[config.mk]
export PLATFORM = sky130hd
export DESIGN_NAME = zbus_bufchan
export DESIGN_NICKNAME = d
export VERILOG_FILES = /design/src/rtl/zbus_bufchan_pkg.sv /design/src/rtl/zbus_strobe_sync.sv /design/src/rtl/zbus_bufchan.sv
export SDC_FILE = /design/constraint.sdc
export NUM_CORES = 1
export LEC_CHECK = 0
export BUFFER_PORTS_ARGS = -buffer_cell sky130_fd_sc_hd__buf_2
export CAP_MARGIN = 20
export CORE_ASPECT_RATIO = 1.5
export CORE_UTILIZATION = 51
export DETAILED_ROUTE_END_ITERATION = 8
export PLACE_DENSITY = 0.76
export SLEW_MARGIN = 20
export SYNTH_ARGS = -nofsm -noshare
export SYNTH_HDL_FRONTEND = slang
export SYNTH_SLANG_ARGS = --single-unit
[constraint.sdc]
create_clock -name fclk -period 2.2 [get_ports fclk]
set_input_delay 0.44 -clock fclk [delete_from_list [all_inputs] [get_ports fclk]]
set_output_delay 0.44 -clock fclk [all_outputs]
set_load 0.03 [all_outputs]
[src/rtl/zbus_bufchan_pkg.sv]
// zbus_bufchan_pkg: shared state encoding and synchroniser depths for the buffered ZX-bus channel
package zbus_bufchan_pkg;
    typedef enum logic [1:0] {IDLE, ACTIVE, RECOVER, WAIT_REL} state_t;
    localparam int STB_SYNC = 3;
    localparam int REQ_SYNC = 2;
    localparam int REL_HOLD = STB_SYNC - 1;
endpackage

[src/rtl/zbus_strobe_sync.sv]
// zbus_strobe_sync: 3-stage resync of one active-low Z80 strobe with filtered edge and release detect
module zbus_strobe_sync
    import zbus_bufchan_pkg::*;
(
    input  logic fclk,
    input  logic rst,
    input  logic strobe_n,
    output logic rise,
    output logic rel
);
    logic [STB_SYNC-1:0] s;
    // shift the inverted strobe in; s[0] is the newest sample
    always_ff @(posedge fclk) begin
        if (rst) s <= '0;
        else     s <= {s[STB_SYNC-2:0], ~strobe_n};
    end
    // rising edge needs two consecutive asserted samples, so a single-sample glitch never starts an access
    always_comb begin
        rise = s[2:0] == 3'b011;
        rel  = s[2:1] == 2'b00;
    end
endmodule

[src/rtl/zbus_bufchan.sv]
// zbus_bufchan: issues one fixed-width strobe per Z80 access to buffered bus chips with a recovery gap
module zbus_bufchan
    import zbus_bufchan_pkg::*;
#(
    parameter int NCH     = 2,
    parameter int AW      = 10,
    parameter int DW      = 8,
    parameter int STB_LEN = 5,
    parameter int REC_LEN = 1
) (
    input  logic           fclk,
    input  logic           rst,
    input  logic           zrd_n,
    input  logic           zwr_n,
    input  logic [NCH-1:0] req_cs_n,
    input  logic [AW-1:0]  req_addr,
    input  logic [DW-1:0]  zd_in,
    input  logic [DW-1:0]  bd_in,
    output logic [NCH-1:0] bcs_n,
    output logic [AW-1:0]  baddr,
    output logic           brd_n,
    output logic           bwr_n,
    output logic [DW-1:0]  bd_out,
    output logic           bd_oe,
    output logic [DW-1:0]  rd_data,
    output logic           rd_valid,
    output logic           busy,
    output logic           nosel_err
);
    localparam int CW = $clog2(STB_LEN + REC_LEN + 1);
    logic           rd_rise, rd_rel, wr_rise, wr_rel, wr_acc;
    logic [NCH-1:0] cs_s1, cs_s2;
    logic [AW-1:0]  addr_s1, addr_s2;
    logic [CW-1:0]  cnt;
    state_t         state;

    zbus_strobe_sync u_rd (.fclk(fclk), .rst(rst), .strobe_n(zrd_n), .rise(rd_rise), .rel(rd_rel));
    zbus_strobe_sync u_wr (.fclk(fclk), .rst(rst), .strobe_n(zwr_n), .rise(wr_rise), .rel(wr_rel));

    // two-stage resync of the decode chip-select and address
    always_ff @(posedge fclk) begin
        if (rst) begin
            cs_s1   <= '0;
            cs_s2   <= '0;
            addr_s1 <= '0;
            addr_s2 <= '0;
        end else begin
            cs_s1   <= req_cs_n;
            cs_s2   <= cs_s1;
            addr_s1 <= req_addr;
            addr_s2 <= addr_s1;
        end
    end

    // access sequencer; after reset it waits out the sync pipeline so a strobe live at reset is not re-issued
    always_ff @(posedge fclk) begin
        if (rst) begin
            state     <= WAIT_REL;
            cnt       <= CW'(REL_HOLD);
            wr_acc    <= 1'b0;
            bcs_n     <= '1;
            baddr     <= '0;
            brd_n     <= 1'b1;
            bwr_n     <= 1'b1;
            bd_out    <= '0;
            bd_oe     <= 1'b0;
            rd_data   <= '0;
            rd_valid  <= 1'b0;
            busy      <= 1'b0;
            nosel_err <= 1'b0;
        end else begin
            rd_valid  <= 1'b0;
            nosel_err <= 1'b0;
            case (state)
                IDLE: if (rd_rise || wr_rise) begin
                    if (&cs_s2) begin
                        nosel_err <= 1'b1;
                        cnt       <= '0;
                        state     <= WAIT_REL;
                    end else begin
                        bcs_n  <= cs_s2;
                        baddr  <= addr_s2;
                        wr_acc <= wr_rise;
                        brd_n  <= wr_rise;
                        bwr_n  <= ~wr_rise;
                        bd_oe  <= wr_rise;
                        if (wr_rise) bd_out <= zd_in;
                        cnt    <= CW'(STB_LEN - 1);
                        busy   <= 1'b1;
                        state  <= ACTIVE;
                    end
                end
                ACTIVE: if (cnt == '0) begin
                    bcs_n <= '1;
                    brd_n <= 1'b1;
                    bwr_n <= 1'b1;
                    bd_oe <= 1'b0;
                    if (!wr_acc) begin
                        rd_data  <= bd_in;
                        rd_valid <= 1'b1;
                    end
                    cnt   <= CW'(REC_LEN > 0 ? REC_LEN - 1 : 0);
                    busy  <= REC_LEN > 0;
                    state <= REC_LEN > 0 ? RECOVER : WAIT_REL;
                end else cnt <= cnt - 1'b1;
                RECOVER: if (cnt == '0) begin
                    busy  <= 1'b0;
                    state <= WAIT_REL;
                end else cnt <= cnt - 1'b1;
                WAIT_REL: if (cnt != '0) cnt <= cnt - 1'b1;
                else if (rd_rel && wr_rel) state <= IDLE;
                default: state <= WAIT_REL;
            endcase
        end
    end
endmodule

# Word level (Yosys, flattened, before mapping)
# Cells that the tools add are included.
[classes] mux=30 add_sub_neg=1 bitwise=9 eq_ne=13 reduce_logical=19
[ops] operator="$mux W2" n=8
[ops] operator="$ne A2 B2 Y1 const B" n=8
[ops] operator="$mux W3" n=5
[ops] operator="$pmux W3 S4" n=1
[ops] operator="$mux W1" n=10
[ops] operator="$reduce_and A5 Y1" n=2
[ops] operator="$not A1 Y1" n=9
[ops] operator="$reduce_and A3 Y1" n=3
[ops] operator="$pmux W2 S4" n=1
[ops] operator="$reduce_and A4 Y1" n=2
[ops] operator="$eq A3 B2 Y1 const B" n=2
[ops] operator="$logic_not A2 Y1" n=3
[ops] operator="$pmux W1 S2" n=3
[ops] operator="$reduce_bool A3 Y1" n=2
[ops] operator="$reduce_or A3 Y1" n=2
[ops] operator="$eq A2 B2 Y1 const B" n=2
[ops] operator="$pmux W2 S2" n=1
[ops] operator="$logic_not A3 Y1" n=1
[ops] operator="$pmux W1 S3" n=1
[ops] operator="$sub A3 B1 Y3 const B" n=1
[ops] operator="$eq A2 B1 Y1 const B" n=1
[ops] operator="$reduce_and A2 Y1" n=1
[ops] operator="$reduce_bool A2 Y1" n=1
[ops] operator="$logic_and A1 B1 Y1" n=1
[ops] operator="$logic_or A1 B1 Y1" n=1
[word_totals] elab_cells=91 register_bits=70 out_inout_bits=34 in_bits=32

# Longest topological paths before layout
[logic_depth] word_depth=5 mapped_depth=7 ltp_nobuf=6

# By module
# A second synthesis with hierarchy kept.
[hier_totals] cells_unflattened=242 area_unflattened_um2=2502.4
[by_module_without_submodules] mod="zbus_bufchan" instances=1 seq_area_each_um2=1281.2 cells_each=226 area_per_inst_um2=2324.7
[by_module_without_submodules] mod="zbus_strobe_sync" instances=2 seq_area_each_um2=60.1 cells_each=8 area_per_inst_um2=88.8

# Worst setup path after synthesis
# No wires, ideal clock.
[synth_path] path_kind="flip-flop to flip-flop" startpoint="register state[1]" endpoint="register busy" arrival_time_ns=1.478 setup_time_ns=0.070 period_less_slack_ns=1.549 slack_ns=0.651 required_ns=2.130 path_stages_with_launch=8 n_path_buf=1 path_cell_list="dfxtp_1 > inv_1 > ha_1 > buf_2 > nor2_1 > o21bai_1 > or4_1 > a21oi_1"
[synth_between] elab_chain_cells=3 word_cells_on_any_way=10 classes_between="eq/ne (6); mux (1); reduce/logical (3)"
[synth_lines] item="from (decl)" line_no="zbus_bufchan.sv:35" text="state_t state;"
[synth_lines] item="from (signal assigned)" line_no="zbus_bufchan.sv:104" text="state <= REC_LEN > 0 ? RECOVER : WAIT_REL;"
[synth_lines] item="$eq A2 B2 Y1 (tied with other cells)" line_no="zbus_bufchan.sv:74" text="case (state)"
[synth_lines] item="$ne A2 B2 Y1 (no line) / $reduce_bool A3 Y1 (equally long branches)"
[synth_lines] item="$reduce_and A5 Y1 (no line)"
[synth_lines] item="to (signal assigned)" line_no="zbus_bufchan.sv:103" text="busy <= REC_LEN > 0;"
[synth_lines] item="to (decl)" line_no="zbus_bufchan.sv:27" text="output logic busy,"
# Several ways; a longest one is shown, not always the timed one.
# A chain may end at the register's enable or synchronous reset.

# Worst setup path after layout
# Ends and elaborated chain as after synthesis.

==> reports/qor.csv <==
stage;metric;value;unit
timing;fin. max-slew vios;0;
cts;CTS clk-pin slew, worst paths;0.07;ns
setup_path;startpoint types;register;
cells_and_area;commonest non-fill, non-tap cell in the layout;dfxtp_1;
synth;area leader, netlist;dfxtp_1;
placement;Post-Place Cells;370;
placement;Post-DP HPWL;3.05;mm
synth;Syn Inst Count;249;
timing;Final Worst Setup Slack;0.501;ns
cells_and_area;share of cells above drive strength 1;27.3;%
pwr;maximum vdd drop;0.000623;V
synth;number of synthesized flops with an enable pin;0;
cts;TritonCTS Buffers;9;
synth;top post-synthesis cells by area;dfxtp_1, mux2i_1, nor2b_1;
synth;Post-synth top flop;dfxtp_1;
synth;share of flip-flops with an asynchronous set or reset;0;%
cells_and_area;Post-Layout Inst Area;3090;sq um
cts;root buf cell;clkbuf_8;
min_path;Hold WC Path Type;in -> reg;
routing;DR vias/cell;4.92;
cells_and_area;layout net count;356;
global_routing;initial antenna violation count;0;
setup_path;CP Data Required Time;2.47;ns
setup_path;crit-path max FO;10;
cells_and_area;Filler cells;408;
cts;post-cts sizing count;0;
timing;post-route setup TNS;0;ns
cts;H-tree levels;3;
synth;Synth Net Count;288;
routing;initial drt markers;57;
placement;RD Place Congestion;0.859;
routing;total number of vias;1899;
timing;Hold Fails Final Rpt;0;
setup_path;Worst setup EP type;register;
synth;Synth Register Bits;70;
synth;register area share after synthesis;56.0;%
timing;slew at the pin closest to its max-slew limit;0.527;ns
floorplanning;initial core utilization;54.2;%
routing;Routed WL;4.33;mm
setup_path;Critical Path AT;1.97;ns
status;outcome;finished, final reports clean;
floorplanning;FP Rows;30;
placement;placed inst area;2900;sq um
global_routing;vias in the first global route;1657;
timing;RSZ-0062 raised after global routing;no;
cts;Clk Latency, worst-skew pair;0.34;ns
synth;Ys Warns;0;
setup_path;CP max stage cell;or4_1;
cts;clock sinks;70;
routing;DR DRC count;0;
floorplanning;io pins;66;
pwr;Power, Total;3090;uW
placement;dpl ws;0.517;ns
synth;Post-Syn Area;2500;sq um
cells_and_area;Antenna Cells;0;
setup_path;slowest stage delay, CP;0.48;ns
global_routing;largest net degree at the start of global routing;50;
timing;clock skew;0.00937;ns
routing;DRT antenna net count;0;
timing;Slew headroom;64.8;%
cells_and_area;Non-Filler Instances;386;
pwr;Pleak;0.00142;uW
floorplanning;core area;4620;sq um
global_routing;Total GRT Usage;18.5;%
cts;worst-case clock buffer depth;2;
timing;Final Setup Violations;0;
floorplanning;Chip Height;87.8;microns
cells_and_area;Area growth, synth to finish;23.6;%
timing;Final Critical Period;1.70;ns
cells_and_area;most frequent cells in the layout;dfxtp_1, buf_2, nor2_1, nor2b_1, mux2i_1;
timing;FMAX;589;MHz
pwr;Pwr Density;999;nW/um^2
synth;post-synth cell types;35;
synth;share of the synthesized area in the top cell type;56.0;%
routing;TritonRoute pass-1 iters;4;
flow_run;Max Cap Viol;0;
cts;CTS tree;yes;
floorplanning;die area;5200;sq um
placement;Buffers on Ports;65;
cts;count of hold buffers inserted by post-cts repair;0;
global_routing;grt total ovfl;0;
cts;post-CTS setup repair buffer count;0;
setup_path;Crit Path Category;reg -> reg;
timing;crit share post-route;77.2;%
setup_path;CP Cell Sequence;inv_1 > ha_1 > nor2_1 > o21bai_1 > or4_1 > a21oi_1;
floorplanning;Chip Width;59.2;microns
routing;DR WL/cell;11.2;microns
global_routing;global-route wire length before repair;7.13;mm
synth;synthesized area per cell;10.0;sq um
==> metrics by stage <==
stage | hold slack (ns) | util (%)
floorplan | 0.414 | -
global placement | 0.417 | 62.7
detailed placement | 0.422 | 62.7
CTS | 0.224 | 67.0
global route | 0.228 | 67.0
finish | 0.241 | 67.0
==> worst max-delay path, delay by kind of cell (launching register included) <==
family	cells	cell delay (ns)
buffers and inverters	1	0.09
flip-flops	1	0.38
adder cells (fa/ha/maj)	1	0.31
AO/OA/AOI/OAI	2	0.24
AND/OR/NAND/NOR	2	0.61
==> state kept, by name, indices dropped and copies added, names as in the netlist <==
signal / flops
rd_valid: 1
bd_out: 8
u_rd.s: 3
cnt: 3
state: 2
cs_s2: 2
wr_acc: 1
rd_data: 8
baddr: 10
brd_n: 1
u_wr.s: 3
bd_oe: 1
cs_s1: 2
bcs_n: 2
addr_s1: 10
addr_s2: 10
nosel_err: 1
bwr_n: 1
busy: 1
==> cell type report <==
type | instances | area [sq um] | share of cell area [%]
flip-flops and latches | 70 | 1400 | 45.3
multi-input cells | 162 | 1030 | 33.3
repair buffers | 68 | 360 | 11.7
clock buffers | 10 | 128 | 4.13
well taps | 64 | 80.1 | 2.59
clock inverters | 6 | 70.1 | 2.27
inverters | 6 | 22.5 | 0.728
==> final timing paths <==
check	slack, ns	to	startpoint	depth (start not counted)
worst min register to register	0.43	addr_s2[3]	addr_s1[3]	1
worst min-delay path	0.24	u_rd.s[0]	zrd_n	2
worst max register to register	0.50	busy	state[1]	6
worst max-delay path	0.50	busy	state[1]	6
==> Yosys cell counts (all sizes together), types with 2 or more instances <==
| cell type | instances |
|---|---|
| a21oi | 14 |
| and3b | 2 |
| buf | 3 |
| clkbuf | 8 |
| dfxtp | 70 |
| ha | 7 |
| inv | 6 |
| mux2i | 23 |
| nand2 | 19 |
| nand2b | 4 |
| nand3 | 4 |
| nand3b | 3 |
| nor2 | 32 |
| nor2b | 29 |
| nor3 | 6 |
| o21ai | 3 |
| o31ai | 2 |
==> cells by family after synthesis <==
logic type | after synthesis | synth area share, %
simple gates | 103 | 21.1
flops | 70 | 56.0
compound gates | 28 | 7.10
mux | 23 | 9.20
buf+inv | 17 | 2.80
fa+ha+maj | 7 | 3.50
xor+xnor | 1 | 0.350
==> layer usage <==
| metal | routed length (microns) | share of wire (%) | vias up | global-route usage [%] |
|---|---|---|---|---|
| met5 | 0 | 0 | - | 0 |
| met3 | 261 | 6.0 | 9 | 5.91 |
| li1 | - | - | 966 | - |
| met2 | 2110 | 49 | 69 | 31.1 |
| met4 | 97 | 2.2 | 0 | 11.5 |
| met1 | 1860 | 43 | 855 | 19.8 |
==> report_power, final <==
part | total, uW | internal (uW) | switching [uW]
Sequential | 1430 | 1370 | 58.5
Clock | 1010 | 529 | 484
Combinational | 644 | 257 | 387
(Power assumes the default switching activity.)
